==> src/rtl/cpu_pipe_pkg.sv <==
// Shared definitions for the CPU pipeline stage registers:
// the state encoding of the elastic skid stage and the default datapath width.
package cpu_pipe_pkg;

    localparam int unsigned PIPE_WIDTH = 32;

    // State encoding equals the number of words held, so occupancy is the state itself.
    localparam logic [1:0] ST_EMPTY = 2'd0;
    localparam logic [1:0] ST_BUSY  = 2'd1;
    localparam logic [1:0] ST_FULL  = 2'd2;

    typedef enum logic [1:0] {
        PS_EMPTY = ST_EMPTY,
        PS_BUSY  = ST_BUSY,
        PS_FULL  = ST_FULL
    } pipe_state_e;

endpackage

==> src/rtl/pipe_skid_ctrl.sv <==
// Control path of the 2-entry skid stage: occupancy state machine plus the
// registered out_valid / in_ready flags, and the load/select strobes for the
// main and skid data registers held in the parent.
// Optional feature: PIPE_SKID_FLUSH_EN adds a synchronous, highest-priority flush input.
module pipe_skid_ctrl
    import cpu_pipe_pkg::*;
(
    input  logic       clk,
    input  logic       clrn,
`ifdef PIPE_SKID_FLUSH_EN
    input  logic       flush,
`endif
    input  logic       in_valid,
    input  logic       out_ready,
    output logic       in_ready,
    output logic       out_valid,
    output logic [1:0] occupancy,
    output logic       load_main,
    output logic       sel_skid,
    output logic       load_skid
);

    pipe_state_e state_q, state_d;
    logic        out_valid_q, out_valid_d;
    logic        in_ready_q, in_ready_d;
    logic        acc, deq;

    // Handshakes use only registered flags, so nothing combinational crosses the stage.
    assign acc = in_valid & in_ready_q;
    assign deq = out_valid_q & out_ready;

    // Next-state and data-register strobes from the current occupancy and both handshakes.
    always_comb begin
        // NOTE: every output of this block gets a default first, so no path leaves one unassigned (no latch).
        state_d   = state_q;
        load_main = 1'b0;
        sel_skid  = 1'b0;
        load_skid = 1'b0;
        unique case (state_q)
            PS_EMPTY: begin
                if (acc) begin
                    state_d   = PS_BUSY;
                    load_main = 1'b1;
                end
            end
            PS_BUSY: begin
                if (acc && !deq) begin
                    state_d   = PS_FULL;
                    load_skid = 1'b1;
                end else if (!acc && deq) begin
                    state_d   = PS_EMPTY;
                end else if (acc && deq) begin
                    load_main = 1'b1;
                end
            end
            PS_FULL: begin
                // in_ready is low here, so only a dequeue can happen.
                if (deq) begin
                    state_d   = PS_BUSY;
                    load_main = 1'b1;
                    sel_skid  = 1'b1;
                end
            end
            default: state_d = PS_EMPTY;
        endcase
`ifdef PIPE_SKID_FLUSH_EN
        // Flush wins over any transfer in the same cycle; data registers keep their contents.
        if (flush) begin
            state_d   = PS_EMPTY;
            load_main = 1'b0;
            sel_skid  = 1'b0;
            load_skid = 1'b0;
        end
`endif
    end

    // Flags are computed from the next state so they are valid right after the edge.
    always_comb begin
        out_valid_d = (state_d != PS_EMPTY);
        in_ready_d  = (state_d != PS_FULL);
    end

    // State and flag registers; reset empties the stage without waiting for a clock.
    always_ff @(posedge clk or negedge clrn) begin
        // NOTE: sequential state uses non-blocking assignments so all registers update together at the edge.
        if (!clrn) begin
            state_q     <= PS_EMPTY;
            out_valid_q <= 1'b0;
            in_ready_q  <= 1'b1;
        end else begin
            state_q     <= state_d;
            out_valid_q <= out_valid_d;
            in_ready_q  <= in_ready_d;
        end
    end

    assign in_ready  = in_ready_q;
    assign out_valid = out_valid_q;
    assign occupancy = state_q;

endmodule

==> src/rtl/pipe_skid32.sv <==
// Elastic 2-entry pipeline register with valid/ready handshakes on both sides.
// out_data comes straight from the main register; the skid register absorbs one
// extra word while the downstream stage stalls, so in_ready can be registered.
// Optional feature: PIPE_SKID_FLUSH_EN adds the synchronous flush port.
module pipe_skid32
    import cpu_pipe_pkg::*;
#(
    parameter int unsigned          WIDTH       = PIPE_WIDTH,
    parameter logic [WIDTH-1:0]     RESET_VALUE = '0
) (
    input  logic             clk,
    input  logic             clrn,
`ifdef PIPE_SKID_FLUSH_EN
    input  logic             flush,
`endif
    input  logic             in_valid,
    output logic             in_ready,
    input  logic [WIDTH-1:0] in_data,
    output logic             out_valid,
    input  logic             out_ready,
    output logic [WIDTH-1:0] out_data,
    output logic [1:0]       occupancy
);

    logic [WIDTH-1:0] main_q, main_d;
    logic [WIDTH-1:0] skid_q, skid_d;
    logic             load_main, sel_skid, load_skid;

    pipe_skid_ctrl u_ctrl (
        .clk       (clk),
        .clrn      (clrn),
`ifdef PIPE_SKID_FLUSH_EN
        .flush     (flush),
`endif
        .in_valid  (in_valid),
        .out_ready (out_ready),
        .in_ready  (in_ready),
        .out_valid (out_valid),
        .occupancy (occupancy),
        .load_main (load_main),
        .sel_skid  (sel_skid),
        .load_skid (load_skid)
    );

    // Data register next values: main refills from the skid word or the input, skid from the input.
    always_comb begin
        main_d = main_q;
        skid_d = skid_q;
        if (load_main) begin
            main_d = sel_skid ? skid_q : in_data;
        end
        if (load_skid) begin
            skid_d = in_data;
        end
    end

    // Data registers; they keep their last word whenever no load strobe fires.
    always_ff @(posedge clk or negedge clrn) begin
        // NOTE: the data registers are reset deliberately so out_data shows RESET_VALUE after reset; without that requirement they could be left unreset.
        if (!clrn) begin
            main_q <= RESET_VALUE;
            skid_q <= RESET_VALUE;
        end else begin
            main_q <= main_d;
            skid_q <= skid_d;
        end
    end

    assign out_data = main_q;

endmodule
==> config.mk <==
export PLATFORM = sky130hd
export DESIGN_NAME = pipe_skid32
export DESIGN_NICKNAME = d
export VERILOG_FILES = /design/src/rtl/cpu_pipe_pkg.sv /design/src/rtl/pipe_skid_ctrl.sv /design/src/rtl/pipe_skid32.sv
export SDC_FILE = /design/constraint.sdc
export NUM_CORES = 1
export LEC_CHECK = 0
export ABC_AREA = 1
export CAP_MARGIN = 20
export CORE_MARGIN = 5
export CORE_UTILIZATION = 30
export DETAILED_ROUTE_END_ITERATION = 8
export PLACE_DENSITY = 0.6
export SLEW_MARGIN = 20
export SYNTH_ARGS = -nofsm -noshare
export SYNTH_HDL_FRONTEND = slang
export SYNTH_HIERARCHICAL = 1
export SYNTH_SLANG_ARGS = --single-unit
==> constraint.sdc <==
create_clock -name clk -period 3.1 [get_ports clk]
set_clock_uncertainty 0.2 [all_clocks]
set_input_delay 0.62 -clock clk [delete_from_list [all_inputs] [get_ports clk]]
set_output_delay 0.62 -clock clk [all_outputs]
set_load 0.02 [all_outputs]
Yosys cells after proc, flatten, opt, wreduce, memory -nomap -nowiden
Cells that the tools add are included.
{"block": "word_totals", "reg_bits": 68, "in_bits": 36, "out_inout_bits": 36, "wordCells": 32}
{"block": "op_classes", "n_eq_ne": 3, "muxes": 15, "bitwise_logic": 2, "reduce_logical": 7}
{"cell": "$mux 32", "count": 1}
{"cell": "$mux 1", "count": 8}
{"cell": "$mux 2", "count": 4}
{"cell": "$pmux 2 s3", "count": 1}
{"cell": "$logic_and 1x1->1", "count": 3}
{"cell": "$pmux 1 s3", "count": 1}
{"cell": "$and 1x1->1", "count": 2}
{"cell": "$eq 2x1->1 const B", "count": 1}
{"cell": "$eq 2x2->1 const B", "count": 1}
{"cell": "$logic_not 1->1", "count": 2}
{"cell": "$logic_not 2->1", "count": 1}
{"cell": "$ne 2x2->1 const B", "count": 1}
{"cell": "$reduce_bool 2->1", "count": 1}

Depth between registers and ports, before layout
Gate-level depths: netlist (run 1).
{"block": "depth", "word_depth": 7, "mapped_depth": 10, "ltp_nobuf": 8}

Cells and area by module
Netlist (run 1), hierarchy kept.
{"module": "pipe_skid32", "instances": 1, "cells_per_inst": 375, "area_each_um2": 3022.9, "seq_area_each_um2": 1601.5}
{"module": "pipe_skid_ctrl", "instances": 1, "cells_per_inst": 27, "area_each_um2": 222.7, "seq_area_each_um2": 101.3}

Worst setup path before layout (run 1)
Ideal clock, no wire load.
{"block": "synth_path", "path_type": "in2reg", "startpoint": "in out_ready", "endpoint": "reg main_q[0], in the netlist out_data[0]", "setup_ns": 0.117, "arrival_time_ns": 1.365, "t_required_ns": 2.783, "setup_slack_ns": 1.418, "cell_stages": 9, "path_buffers": 2, "cell_sequence": "nand2_2 nand2_2 nand4_1 nand2_1 buf_6 inv_2 buf_2 nand2_1 nand2_1"}
{"block": "synth_via", "elab_chain_len": 6, "elab_cells_between_ends": 12, "classes_between": "7 x mux; 1 x bitwise; 4 x reduce/logical"}
{"item": "start, declared", "line": "pipe_skid32.sv:20", "text": "input logic out_ready,"}
{"item": "$and 1x1->1 (*)", "line": "pipe_skid_ctrl.sv:30", "text": "assign deq = out_valid_q & out_ready;"}
{"item": "$logic_and 1x1->1", "line": "pipe_skid_ctrl.sv:52", "text": "end else if (acc && deq) begin"}
{"item": "$mux 1", "line": "pipe_skid_ctrl.sv:52"}
{"item": "$mux 1", "line": "pipe_skid_ctrl.sv:50", "text": "end else if (!acc && deq) begin"}
{"item": "$mux 1", "line": "pipe_skid_ctrl.sv:47", "text": "if (acc && !deq) begin"}
{"item": "$pmux 1 s3 (*)", "line": "pipe_skid_ctrl.sv:39", "text": "unique case (state_q)"}
{"item": "net load_main", "line": "pipe_skid32.sv:27", "text": "logic load_main, sel_skid, load_skid;"}
{"item": "end signal, assigned", "line": "pipe_skid32.sv:64", "text": "main_q <= main_d;"}
{"item": "end, declared", "line": "pipe_skid32.sv:25", "text": "logic [WIDTH-1:0] main_q, main_d;"}
The timed path passes the listed nets; every way through them passes the cells marked *.
A chain may end at the register's enable or synchronous reset.

Final worst setup path (run 1)
{"block": "layout_path", "startpoint": "reg u_ctrl.in_ready_q, in the netlist u_ctrl/in_ready", "endpoint": "out in_ready"}
{"item": "start, declared", "line": "pipe_skid_ctrl.sv:25", "text": "logic in_ready_q, in_ready_d;"}
{"item": "start signal, assigned", "line": "pipe_skid_ctrl.sv:93", "text": "in_ready_q <= in_ready_d;"}
{"item": "end, declared", "line": "pipe_skid32.sv:17", "text": "output logic in_ready,"}
No word-level cell between the ends.

==> impl_metrics.ini, run 1 <==
[status]
status = finished, final reports clean

[placement]
dp_hpwl_um = 4993
portBuffers = 71
dpl_cell_area_um2 = 4001
finalWeightedCongestion = 0.7439

[cts]
cts_sinks = 68
tritoncts = yes
clk_path_buf_depth = 2
post_cts_buffers = 0
cts_hold_buffers = 0
cts-root-buf = clkbuf_8
clk_pin_slew_worst_paths_ns = 0.07
insertion_delay_ns = 0.33
htree_levels = 3
numCtsBuffers = 9
post_cts_resized = 0

[synth]
ys.flop_type = dfrtp_1
synthDominantCellAreaShare_pct = 51.66
ys_seq_area_share_pct = 52.47
avgSynthCellArea_um2 = 8.074
synth-seq-cells = 68
async_flop_share_pct = 100.0
ys_warn_count = 6
postSynthCellCount = 402
synth.distinct_cells = 17
netlist_area_um2 = 3246
synth_common_cells = 138 x nand2_1, 67 x dfrtp_1, 67 x inv_1
synth_edf_count = 0
synth_most_common_cell = nand2_1
synth_nets = 438
synth.largest_area_cell = dfrtp_1
ys_top_cells_by_area = dfrtp_1 52%, nand2_1 16%, inv_1 7.7%

[power]
power.density_nw_per_um2 = 945.5
power_leakage_uw = 0.002094
ir_drop_v = 0.0003575

[setup_path]
worstSetupPathType = reg2out
slowest_delay_ns = 0.62
cp.buffers_inverters = 1
crit_arrival_ns = 1.52
startpoint_type = flip-flop
path_max_fanout = 4
path_cells = clkdlybuf4s50_1
r2r_start = u_ctrl/out_valid
cp-startpoint = u_ctrl/in_ready
path_delay_family = buffers and inverters
end_kind = output pin
crit_slowest_cell = clkdlybuf4s50_1
required_ns = 2.28

[timing]
fin_crit_sh_pct = 75.56
hold_viol_final = 0
max_slew_margin_pct = 42.51
min_period_ns = 2.342
worst_pin_slew_ns = 0.8623
finalSetupViolations = 0
timing.fmax_mhz = 426.9
whs_ns = 0.2005
rsz0062_at_grt = false
slew_viol_final = 0
tns_ns = 0

[global_route]
gr-total-overflow = 0
grt_pass1_wl_um = 12450
grt_max_degree = 69
grt_pass1_vias = 2579
antenna_found_initial = 0
grtUsageTotal_pct = 12.02

[layout]
layout-drive-gt1-share_pct = 12.92
nNetsFinal = 505
antenna_cells = 0
final_cell_area_um2 = 4158
area_growth_pct = 28.10

[route]
drtAntennaViolNets = 0
vias_per_cell = 4.270
drtIter0Drc = 127
dr_total_vias = 2613
first_pass_iters = 4
drc = 0
wl_per_cell_um = 11.83
wl_um = 7237

[die]
rows = 38
die_y_um = 114.0
die-area_um2 = 13000
initial_core_util_pct = 30.34
ioPinCount = 72
die_w_um = 114.0
core_um2 = 10700

[flow_run]
cap_viol_max_count = 0

[worst_hold_path]
worstHoldPathType = in2async
path summary, 6_finish.rpt:
path,endpoint,slack [ns],cells past startpoint
min in group clk,out_data[17],0.28,2
hold / removal,skid_q[18],0.20,1
setup reg to reg,out_data[30],1.35,9
max in group asynchronous,out_data[2],1.94,1
setup / recovery,in_ready,0.76,1
hold reg to reg,out_data[17],0.28,2
sequential cells by signal, summed over array words and instances (netlist names):
signal / flops
out_data: 32
skid_q: 32
u_ctrl/occupancy: 2
u_ctrl/in_ready: 1
u_ctrl/out_valid: 1
final cells by class:
type / count / area, um2
inverters: 71 / 271.5
clock buffers: 11 / 141.4
clock inverters: 3 / 15.01
well taps: 140 / 175.2
flip-flops and latches: 68 / 1703
multi-input cells: 242 / 1099
repair buffers: 77 / 753.2
fillers: 1140 / 6540
worst register-to-register path: cells and delay by family, from the launching register on:
family        cells  cell delay, ns
buf+inv           4            0.64
flops             1            0.41
simple gates      5            0.39
cell families after synthesis:
group	count (synthesis)	share of synthesized area, %
compound gates	32	4.934
simple gates	210	28.91
flops	68	52.47
buf+inv	92	13.69
layer usage:
| metal | GRT usage, % | up-vias | share of wire, % |
|---|---|---|---|
| met5 | 0 | - | 0 |
| met4 | 3.563 | 0 | 0.97 |
| met3 | 4.138 | 8 | 6.0 |
| met2 | 19.13 | 61 | 47 |
| met1 | 15.51 | 1218 | 46 |
| li1 | - | 1326 | - |
where the power goes:
part           internal (uW)  leakage, uW  total (uW)  switching [uW]
sequential              1330     0.000834        1520             190
combinational            750      0.00117        1800            1050
clock                    300    0.0000848         615             316
cell usage in the layout, fill, tap and decap left out, drive strengths merged:
master / instances
buf: 7
clkbuf: 11
clkdlybuf4s50: 70
clkinv: 3
dfrtp: 67
dfstp: 1
inv: 71
nand2: 170
nand3: 36
nand4: 1
nor2: 3
o21ai: 32
through the flow:
step	utilization [%]	cells	setup WS, ns	power (uW)
after global routing	38.87	612	0.6889	4266
after CTS	38.87	612	0.7265	4005
final	38.87	612	0.7577	3931
after floorplan	-	402	1.418	2658
after global placement	37.40	598	0.6882	3324
after detailed placement	37.40	598	0.6794	3368
No activity file was read; power rests on OpenSTA's default activity.
==> run 2, diff against run 1 <==
clock period = 2.4 ns   (was 3.1 ns; I/O delays follow)
==> run 2 against run 1 <==
Against the previous run: sequential share of layout area is 1.2 points lower; utilization is 1.2 points higher; die area stayed put; hold slack better by 0.078 ns; cell count is 0.65% higher; global-route usage is 0.33 points lower; non-clock buffer count is 2 higher; combinational power is 31% higher; power is 36% higher; first-iteration DRC count is 21% lower; clock power is 71% higher; critical endpoint unchanged.
==> impl_metrics.ini, run 2 (synthesis gave the netlist of run 1 again) <==
[setup_path]
end_kind = output pin
path_delay_family = buffers and inverters
path_max_fanout = 4
cp.buffers_inverters = 1
r2r_cells = 7
crit_slowest_cell = clkdlybuf4s50_1
path_cells = clkdlybuf4s50_1
cp-startpoint = u_ctrl/in_ready
slowest_delay_ns = 0.62
crit_arrival_ns = 1.51
r2r-end = out_data[16]
crit_cells = 1
endpoint = in_ready
r2r_start = u_ctrl/out_valid
startpoint_type = flip-flop
worstSetupPathType = reg2out
required_ns = 1.72
reg2reg_slack_ns = 0.66

[route]
vias_per_cell = 4.156
wl_um = 7170
drtAntennaViolNets = 0
wl_per_cell_um = 11.64
dr_total_vias = 2560
drc = 0
first_pass_iters = 6
drtIter0Drc = 100

[die]
die_y_um = 114.0
die_w_um = 114.0
initial_core_util_pct = 30.34
core_um2 = 10700
die-area_um2 = 13000
rows = 38
ioPinCount = 72

[placement]
dpl_cell_area_um2 = 4046
finalWeightedCongestion = 0.7840
dp_cells = 599
portBuffers = 71
place_ws_ns = 0.1241
dp_hpwl_um = 4947

[timing]
hold_viol_final = 0
fin_crit_sh_pct = 91.38
max_slew_margin_pct = 61.05
slew_viol_final = 0
fin_ws_ns = 0.2069
rsz0062_at_grt = false
min_period_ns = 2.193
finalSetupViolations = 0
tns_ns = 0
timing.fmax_mhz = 456.0
whs_ns = 0.2786
worst_pin_slew_ns = 0.5834

[cts]
htree_levels = 3
cts_hold_buffers = 1
cts_sinks = 68
cts-root-buf = clkbuf_8
clk_path_buf_depth = 2
tritoncts = yes
clk_pin_slew_worst_paths_ns = 0.08
post_cts_resized = 0
numCtsBuffers = 9
post_cts_buffers = 0
insertion_delay_ns = 0.33

[status]
status = finished, final reports clean

[layout]
area_growth_pct = 31.92
final_common_cell = nand2_1
final_cell_area_um2 = 4282
instances_no_fill = 616
layout-drive-gt1-share_pct = 13.66
nNetsFinal = 507
antenna_cells = 0
layout_common_cells = 138 x nand2_1, 70 x clkdlybuf4s50_1, 67 x inv_1, 67 x dfrtp_1, 35 x nand3_1

[global_route]
antenna_found_initial = 0
grt_pass1_wl_um = 12260
grt_pass1_vias = 2564
gr-total-overflow = 0
grt_max_degree = 36
grtUsageTotal_pct = 11.69

[power]
ir_drop_v = 0.0004607
power.density_nw_per_um2 = 1253
power_leakage_uw = 0.002144

[worst_hold_path]
worstHoldPathType = reg2reg

[flow_run]
cap_viol_max_count = 0
-- run 2: changes by cell type in the layout (fill, tap and decap cells not counted) --
| cell | delta |
|---|---|
| dlygate4sd3_1 | +1 |
| bufinv_16 | +2 |
| clkinv_2 | -1 |
| buf_12 | +3 |
| clkbuf_1 | -1 |
| clkinv_4 | +2 |
| buf_4 | -2 |
-- run 2: per-layer routing --
metal	GRT usage (%)	up-vias	part of all wire, %
li1	-	1328	-
met1	15.22	1170	48
met2	18.70	55	45
met3	3.448	7	5.8
met4	3.800	0	1.0
met5	0	-	0
-- run 2: worst min path at each step --
stage                 start      endpoint  slack [ns]  depth (start not counted)
5_1_grt        out_data[19]  out_data[19]        0.31                          2
3_5_place_dp           clrn    skid_q[18]        0.27                          1
2_1_floorplan          clrn   out_data[0]       -0.02                          0
3_3_place_gp           clrn    skid_q[18]        0.27                          1
4_1_cts        out_data[19]  out_data[19]        0.28                          2
6_report        out_data[2]   out_data[2]        0.28                          2
-- run 2: power by group --
group          switching, uW  total, uW  internal, uW
registers                244       1960          1720
clock network            440       1050           614
logic                   1360       2350           990
-- run 2: through the flow --
stage / total power, uW / util (%)
finish: 5366 / 40.02
global route: 5809 / 40.02
CTS: 5467 / 40.02
detailed placement: 4378 / 37.82
global placement: 4325 / 37.82
floorplan: 3433 / -
-- run 2: layout make-up --
class | count | area, um2
clock buffers | 10 | 137.6
clock inverters | 6 | 87.58
fillers | 1086 | 6416
inverters | 71 | 271.5
multi-input cells | 242 | 1099
flip-flops and latches | 68 | 1703
well taps | 140 | 175.2
repair buffers | 79 | 808.3
==> run 3, diff against run 2 <==
SLEW_MARGIN = not set   (was 20)
==> results of run 3 <==
Same layout as run 2: the final DEF is identical, and so are final timing and power.
